File: config.mk
export PLATFORM = sky130hd
export DESIGN_NAME = axis_pkt_source
export DESIGN_NICKNAME = d
export VERILOG_FILES = /design/src/rtl/axis_pkt_source.sv
export SDC_FILE = /design/constraint.sdc
export NUM_CORES = 1
export LEC_CHECK = 0
export ABC_AREA = 1
export CAP_MARGIN = 30
export CORE_MARGIN = 10
export CORE_UTILIZATION = 49
export DETAILED_ROUTE_END_ITERATION = 6
export PLACE_DENSITY_LB_ADDON = 0.2
export SLEW_MARGIN = 20
export SYNTH_ARGS = -nofsm -noshare
export SYNTH_HDL_FRONTEND = slang
export SYNTH_SLANG_ARGS = --single-unit
File: constraint.sdc
create_clock -name clk -period 1.7 [get_ports clk]
set_input_delay 0.34 -clock clk [delete_from_list [all_inputs] [get_ports clk]]
set_output_delay 0.34 -clock clk [all_outputs]
set_load 0.01 [all_outputs]
File: src/rtl/axis_pkt_source.sv
// AXI-Stream style 8-bit packet source: a start pulse launches a burst of
// packets with programmable length, payload pattern and inter-packet gap.
module axis_pkt_source #(
   parameter int DATA_W = 8,
   parameter int LEN_W  = 8,
   parameter int CNT_W  = 8,
   parameter int GAP_W  = 4
) (
   input  logic              clk,
   input  logic              rst,
   input  logic              start,
   input  logic [LEN_W-1:0]  pkt_len,
   input  logic [CNT_W-1:0]  num_pkts,
   input  logic [DATA_W-1:0] seed,
   input  logic              mode,
   input  logic [GAP_W-1:0]  gap,
   output logic [DATA_W-1:0] m_data,
   output logic              m_valid,
   input  logic              m_ready,
   output logic              m_last,
   output logic              busy,
   output logic              done,
   output logic [CNT_W-1:0]  pkt_idx,
   output logic [1:0]        dbg_state
);

   // Handshake: a beat transfers on a rising edge where m_valid && m_ready.
   // m_valid is registered and never looks at m_ready combinationally; once
   // raised it stays up, with m_data/m_last frozen, until that beat transfers.

   typedef enum logic [1:0] {S_IDLE = 2'd0, S_SEND = 2'd1, S_GAP = 2'd2} state_t;

   state_t            state_q, state_d;
   logic [LEN_W-1:0]  len_q, len_d;
   logic [CNT_W-1:0]  num_q, num_d;
   logic              mode_q, mode_d;
   logic [GAP_W-1:0]  gap_q, gap_d;
   logic [LEN_W-1:0]  beat_q, beat_d;
   logic [CNT_W-1:0]  pkt_q, pkt_d;
   logic [GAP_W-1:0]  gap_cnt_q, gap_cnt_d;
   logic [DATA_W-1:0] pay_q, pay_d;
   logic [DATA_W-1:0] data_q, data_d;
   logic              valid_q, valid_d;
   logic              last_q, last_d;
   logic              busy_q, busy_d;
   logic              done_q, done_d;
   logic [DATA_W-1:0] nxt_pay;

   // pay_q holds the payload of the beat on the bus (or the next one during a gap)
   assign nxt_pay = mode_q ? pay_q : pay_q + DATA_W'(1);

   always_comb begin
      state_d   = state_q;
      len_d     = len_q;
      num_d     = num_q;
      mode_d    = mode_q;
      gap_d     = gap_q;
      beat_d    = beat_q;
      pkt_d     = pkt_q;
      gap_cnt_d = gap_cnt_q;
      pay_d     = pay_q;
      data_d    = data_q;
      valid_d   = valid_q;
      last_d    = last_q;
      busy_d    = busy_q;
      done_d    = 1'b0;
      case (state_q)
         S_IDLE: begin
            valid_d = 1'b0;
            last_d  = 1'b0;
            data_d  = '0;
            busy_d  = 1'b0;
            if (start) begin
               len_d   = pkt_len;
               num_d   = num_pkts;
               mode_d  = mode;
               gap_d   = gap;
               beat_d  = '0;
               pkt_d   = '0;
               pay_d   = seed;
               data_d  = seed;
               valid_d = 1'b1;
               last_d  = (pkt_len == '0);
               busy_d  = 1'b1;
               state_d = S_SEND;
            end
         end
         S_SEND: begin
            if (valid_q && m_ready) begin
               pay_d = nxt_pay;
               if (beat_q == len_q) begin
                  if (pkt_q == num_q) begin
                     state_d = S_IDLE;
                     valid_d = 1'b0;
                     last_d  = 1'b0;
                     data_d  = '0;
                     busy_d  = 1'b0;
                     done_d  = 1'b1;
                     pkt_d   = '0;
                  end else if (gap_q != '0) begin
                     state_d   = S_GAP;
                     gap_cnt_d = gap_q;
                     valid_d   = 1'b0;
                     last_d    = 1'b0;
                     data_d    = '0;
                  end else begin
                     beat_d = '0;
                     pkt_d  = pkt_q + CNT_W'(1);
                     data_d = nxt_pay;
                     last_d = (len_q == '0);
                  end
               end else begin
                  beat_d = beat_q + LEN_W'(1);
                  data_d = nxt_pay;
                  last_d = ((beat_q + LEN_W'(1)) == len_q);
               end
            end
         end
         S_GAP: begin
            // The last idle cycle raises valid so the bus is low exactly gap cycles
            if (gap_cnt_q == GAP_W'(1)) begin
               state_d = S_SEND;
               beat_d  = '0;
               pkt_d   = pkt_q + CNT_W'(1);
               valid_d = 1'b1;
               data_d  = pay_q;
               last_d  = (len_q == '0);
            end else begin
               gap_cnt_d = gap_cnt_q - GAP_W'(1);
            end
         end
         default: state_d = S_IDLE;
      endcase
   end

   always_ff @(posedge clk) begin
      if (rst) begin
         state_q   <= S_IDLE;
         len_q     <= '0;
         num_q     <= '0;
         mode_q    <= 1'b0;
         gap_q     <= '0;
         beat_q    <= '0;
         pkt_q     <= '0;
         gap_cnt_q <= '0;
         pay_q     <= '0;
         data_q    <= '0;
         valid_q   <= 1'b0;
         last_q    <= 1'b0;
         busy_q    <= 1'b0;
         done_q    <= 1'b0;
      end else begin
         state_q   <= state_d;
         len_q     <= len_d;
         num_q     <= num_d;
         mode_q    <= mode_d;
         gap_q     <= gap_d;
         beat_q    <= beat_d;
         pkt_q     <= pkt_d;
         gap_cnt_q <= gap_cnt_d;
         pay_q     <= pay_d;
         data_q    <= data_d;
         valid_q   <= valid_d;
         last_q    <= last_d;
         busy_q    <= busy_d;
         done_q    <= done_d;
      end
   end

   assign m_data    = data_q;
   assign m_valid   = valid_q;
   assign m_last    = last_q;
   assign busy      = busy_q;
   assign done      = done_q;
   assign pkt_idx   = pkt_q;
   assign dbg_state = state_q;

endmodule
==> impl_metrics.csv <==
group,metric,value,unit
sta,rsz0062_at_grt,"true",
drt,num_vias,4005,
sta,max_freq,0.599,GHz
power,power.density,1900,nW/um2
drt,drt_wl_total,10600,um
die,die_x,107,um
synth,synth_mux_area_share,0,%
die,rows,31,
sta,post-route-min-period,1670,ps
sta,fin_worst_skew,11.8,ps
synth,syn-num-nets,602,
drt,wl_per_cell,14.0,um
drt,drc_errors,0,
clocking,root_buffer,"clkbuf_8",
synth,synth_simple_gate_area_share,29.0,%
place,gp_congestion,0.897,
finish,final_common_cell,"nand2_1",
sta,slew_headroom,68.6,%
power,ir_worst_vdd,1.11,mV
sta,setup_viol,0,
clocking,clk_latency,350,ps
sta,setup-tns-final,0,ps
sta,tightest_slew,467,ps
die,design.die.area,11400,um2
sta,min_period_over_period,98.2,%
global_routing,grt_pass1_vias,3779,
synth,synth.avg_cell_area,6.61,um2
global_routing,grtUsageTotal,18.1,%
worst_hold_path,hold_path_class,"register to register",
clocking,ctsHoldBuffers,0,
synth,synth-seq-cells,63,
outcome,status,"complete, no violations",
finish,n_antenna_cell,0,
global_routing,grt_max_degree,40,
drt,first_pass_iters,5,
clocking,cts_tree,"done",
clocking,cts_sinks,63,
finish,layout_common_cells,"nand2_1 (120), nor2_1 (61), inv_1 (58)",
die,ios,55,
sta,hold_viol_final,0,
synth,synth_top_family_by_area,"simple AND/OR/NAND/NOR gates",
drt,drt_iter0_markers,185,
global_routing,antenna_found_initial,0,
die,fp.dieH,107,um
synth,ys_seq_area_share,34.1,%
synth,synth_compound_area_share,20.5,%
finish,fin_util,70.6,%
die,core-area,7290,um2
drt,routed_via_density,5.28,
critical_path,worst-setup-path-type,"register to register",
clocking,cts_buffers,9,
global_routing,overflow,0,
finish,drive_above_1_share,22.9,%
critical_path,cp.arrival,1940,ps
synth,synth_warnings,0,
critical_path,start_kind,"register",
critical_path,endpoint_kind,"register",
clocking,path_clk_slew,70,ps
place,port-buffer-count,54,
finish,area_growth,39.2,%
drt,ant_nets,0,
synth,synth_fa_ha_area_share,3.39,%
place,dp_hpwl,7320,um
run,drv_cap,0,
synth,syn_area,3690,um2
synth,netlist_instances,559,
clocking,ctsHtreeMaxLevel,3,
synth,ys_types,34,
critical_path,worstPathMaxFanout,9,
sta,drv_slew,0,
synth,synth_xor_area_share,2.61,%
critical_path,cp_data_required_time,1970,ps
finish,final_nets,697,
power,p_leak,0.00222,uW
global_routing,grt_pass1_wl,17200,um
clocking,cts_buffer_depth,2,
die,start_util,50.7,%
[metal layers]
layer / vias up / share of wire (%) / GRT usage, %
met3: 27 / 6.3 / 4.07
li1: 2012 / - / -
met4: 0 / 2.0 / 7.83
met2: 139 / 49 / 30.0
met5: - / 0 / 0
met1: 1827 / 43 / 22.1
[power by group]
group | switching (uW) | total, uW | internal, uW
Sequential | 476 | 2480 | 2000
Combinational | 3370 | 5870 | 2500
Clock | 606 | 1430 | 823
[synth_stat cells]
cell | instances | share of area (%)
nand3_1 | 18 | 2.4
nor2_4 | 4 | 1.2
and3_1 | 1 | 0.17
nand2_2 | 5 | 0.85
xor2_1 | 7 | 1.7
xnor2_1 | 4 | 0.95
nor4_1 | 2 | 0.34
a2bb2oi_1 | 1 | 0.24
o21ai_1 | 6 | 0.81
inv_1 | 69 | 7.0
o31ai_1 | 1 | 0.20
inv_2 | 7 | 0.71
a21oi_4 | 1 | 0.44
a221oi_1 | 13 | 3.1
nand4_1 | 4 | 0.68
nor3_1 | 6 | 0.81
nor2_1 | 65 | 6.6
o21ai_0 | 56 | 7.6
buf_2 | 4 | 0.54
nand3b_1 | 1 | 0.20
nand3_4 | 1 | 0.47
o21ai_2 | 1 | 0.24
buf_6 | 3 | 0.91
and2_1 | 2 | 0.34
nand2_4 | 4 | 1.2
clkbuf_1 | 12 | 1.2
a31oi_1 | 3 | 0.51
o211ai_1 | 1 | 0.20
a21oi_1 | 51 | 6.9
a21oi_2 | 1 | 0.24
nand2_1 | 128 | 13
dfxtp_1 | 63 | 34
nor2_2 | 4 | 0.68
ha_1 | 10 | 3.4
[state kept, by name, indices dropped and copies added (netlist names)]
name,flops
beat_q,8
busy,1
dbg_state,2
done,1
gap_cnt_q,4
gap_q,4
len_q,8
m_data,8
m_last,1
m_valid,1
mode_q,1
num_q,8
pay_q,8
pkt_idx,8
[logic make-up after synthesis]
group,count (synthesis)
simple gates,245
flops,63
xor+xnor,11
compound gates,135
fa+ha+maj,10
buf+inv,95
[layout make-up]
class | instances | area [um2]
Clock buffer | 12 | 135
Inverter | 76 | 292
Tap cell | 99 | 124
Multi-Input combinational cell | 402 | 2270
Clock inverter | 4 | 70.1
Timing Repair Buffer | 102 | 965
Sequential cell | 63 | 1290
Fill cell | 619 | 2150
[final timing paths]
path              slack, ps              startpoint  cells past startpoint                 endpoint
setup / recovery         30  beat_q[5]$_SDFFE_PP0P_                     10  pkt_idx[7]$_SDFFE_PP0P_
hold / removal          460   num_q[7]$_SDFFE_PP0P_                      2    num_q[7]$_SDFFE_PP0P_
setup reg to reg         30  beat_q[5]$_SDFFE_PP0P_                     10  pkt_idx[7]$_SDFFE_PP0P_
hold reg to reg         460   num_q[7]$_SDFFE_PP0P_                      2    num_q[7]$_SDFFE_PP0P_
[worst max-delay path, cell delays in order, from the launching register on]
cell	delay (ps)
dfxtp_1	430
nand2_1	80
nand2_1	100
nand2_1	80
nor2_2	140
nand2_4	120
a21oi_4	150
nand2_4	110
nor2_4	140
nand2_1	70
a21oi_1	150
[stage by stage]
step / instances / hold slack (ps) / power [uW] / cell area (um2) / worst slack (ps)
4_1_cts: 749 / 469 / 8980 / 4840 / 4.37
6_report: 758 / 457 / 9780 / 5140 / 31.4
5_1_grt: 758 / 490 / 10500 / 5140 / -90.4
2_1_floorplan: 559 / 444 / 5760 / 3710 / 30.4
3_3_place_gp: 732 / 452 / 7340 / 4620 / -106
3_5_place_dp: 732 / 458 / 7460 / 4620 / -144
[what timing repair did]
action	in CTS	in global routing
gates cloned	1	0
setup endpoints to repair	19	38
pin swaps	1	19
resized for setup	4	78
setup buffers	0	9
(Power assumes the default switching activity.)
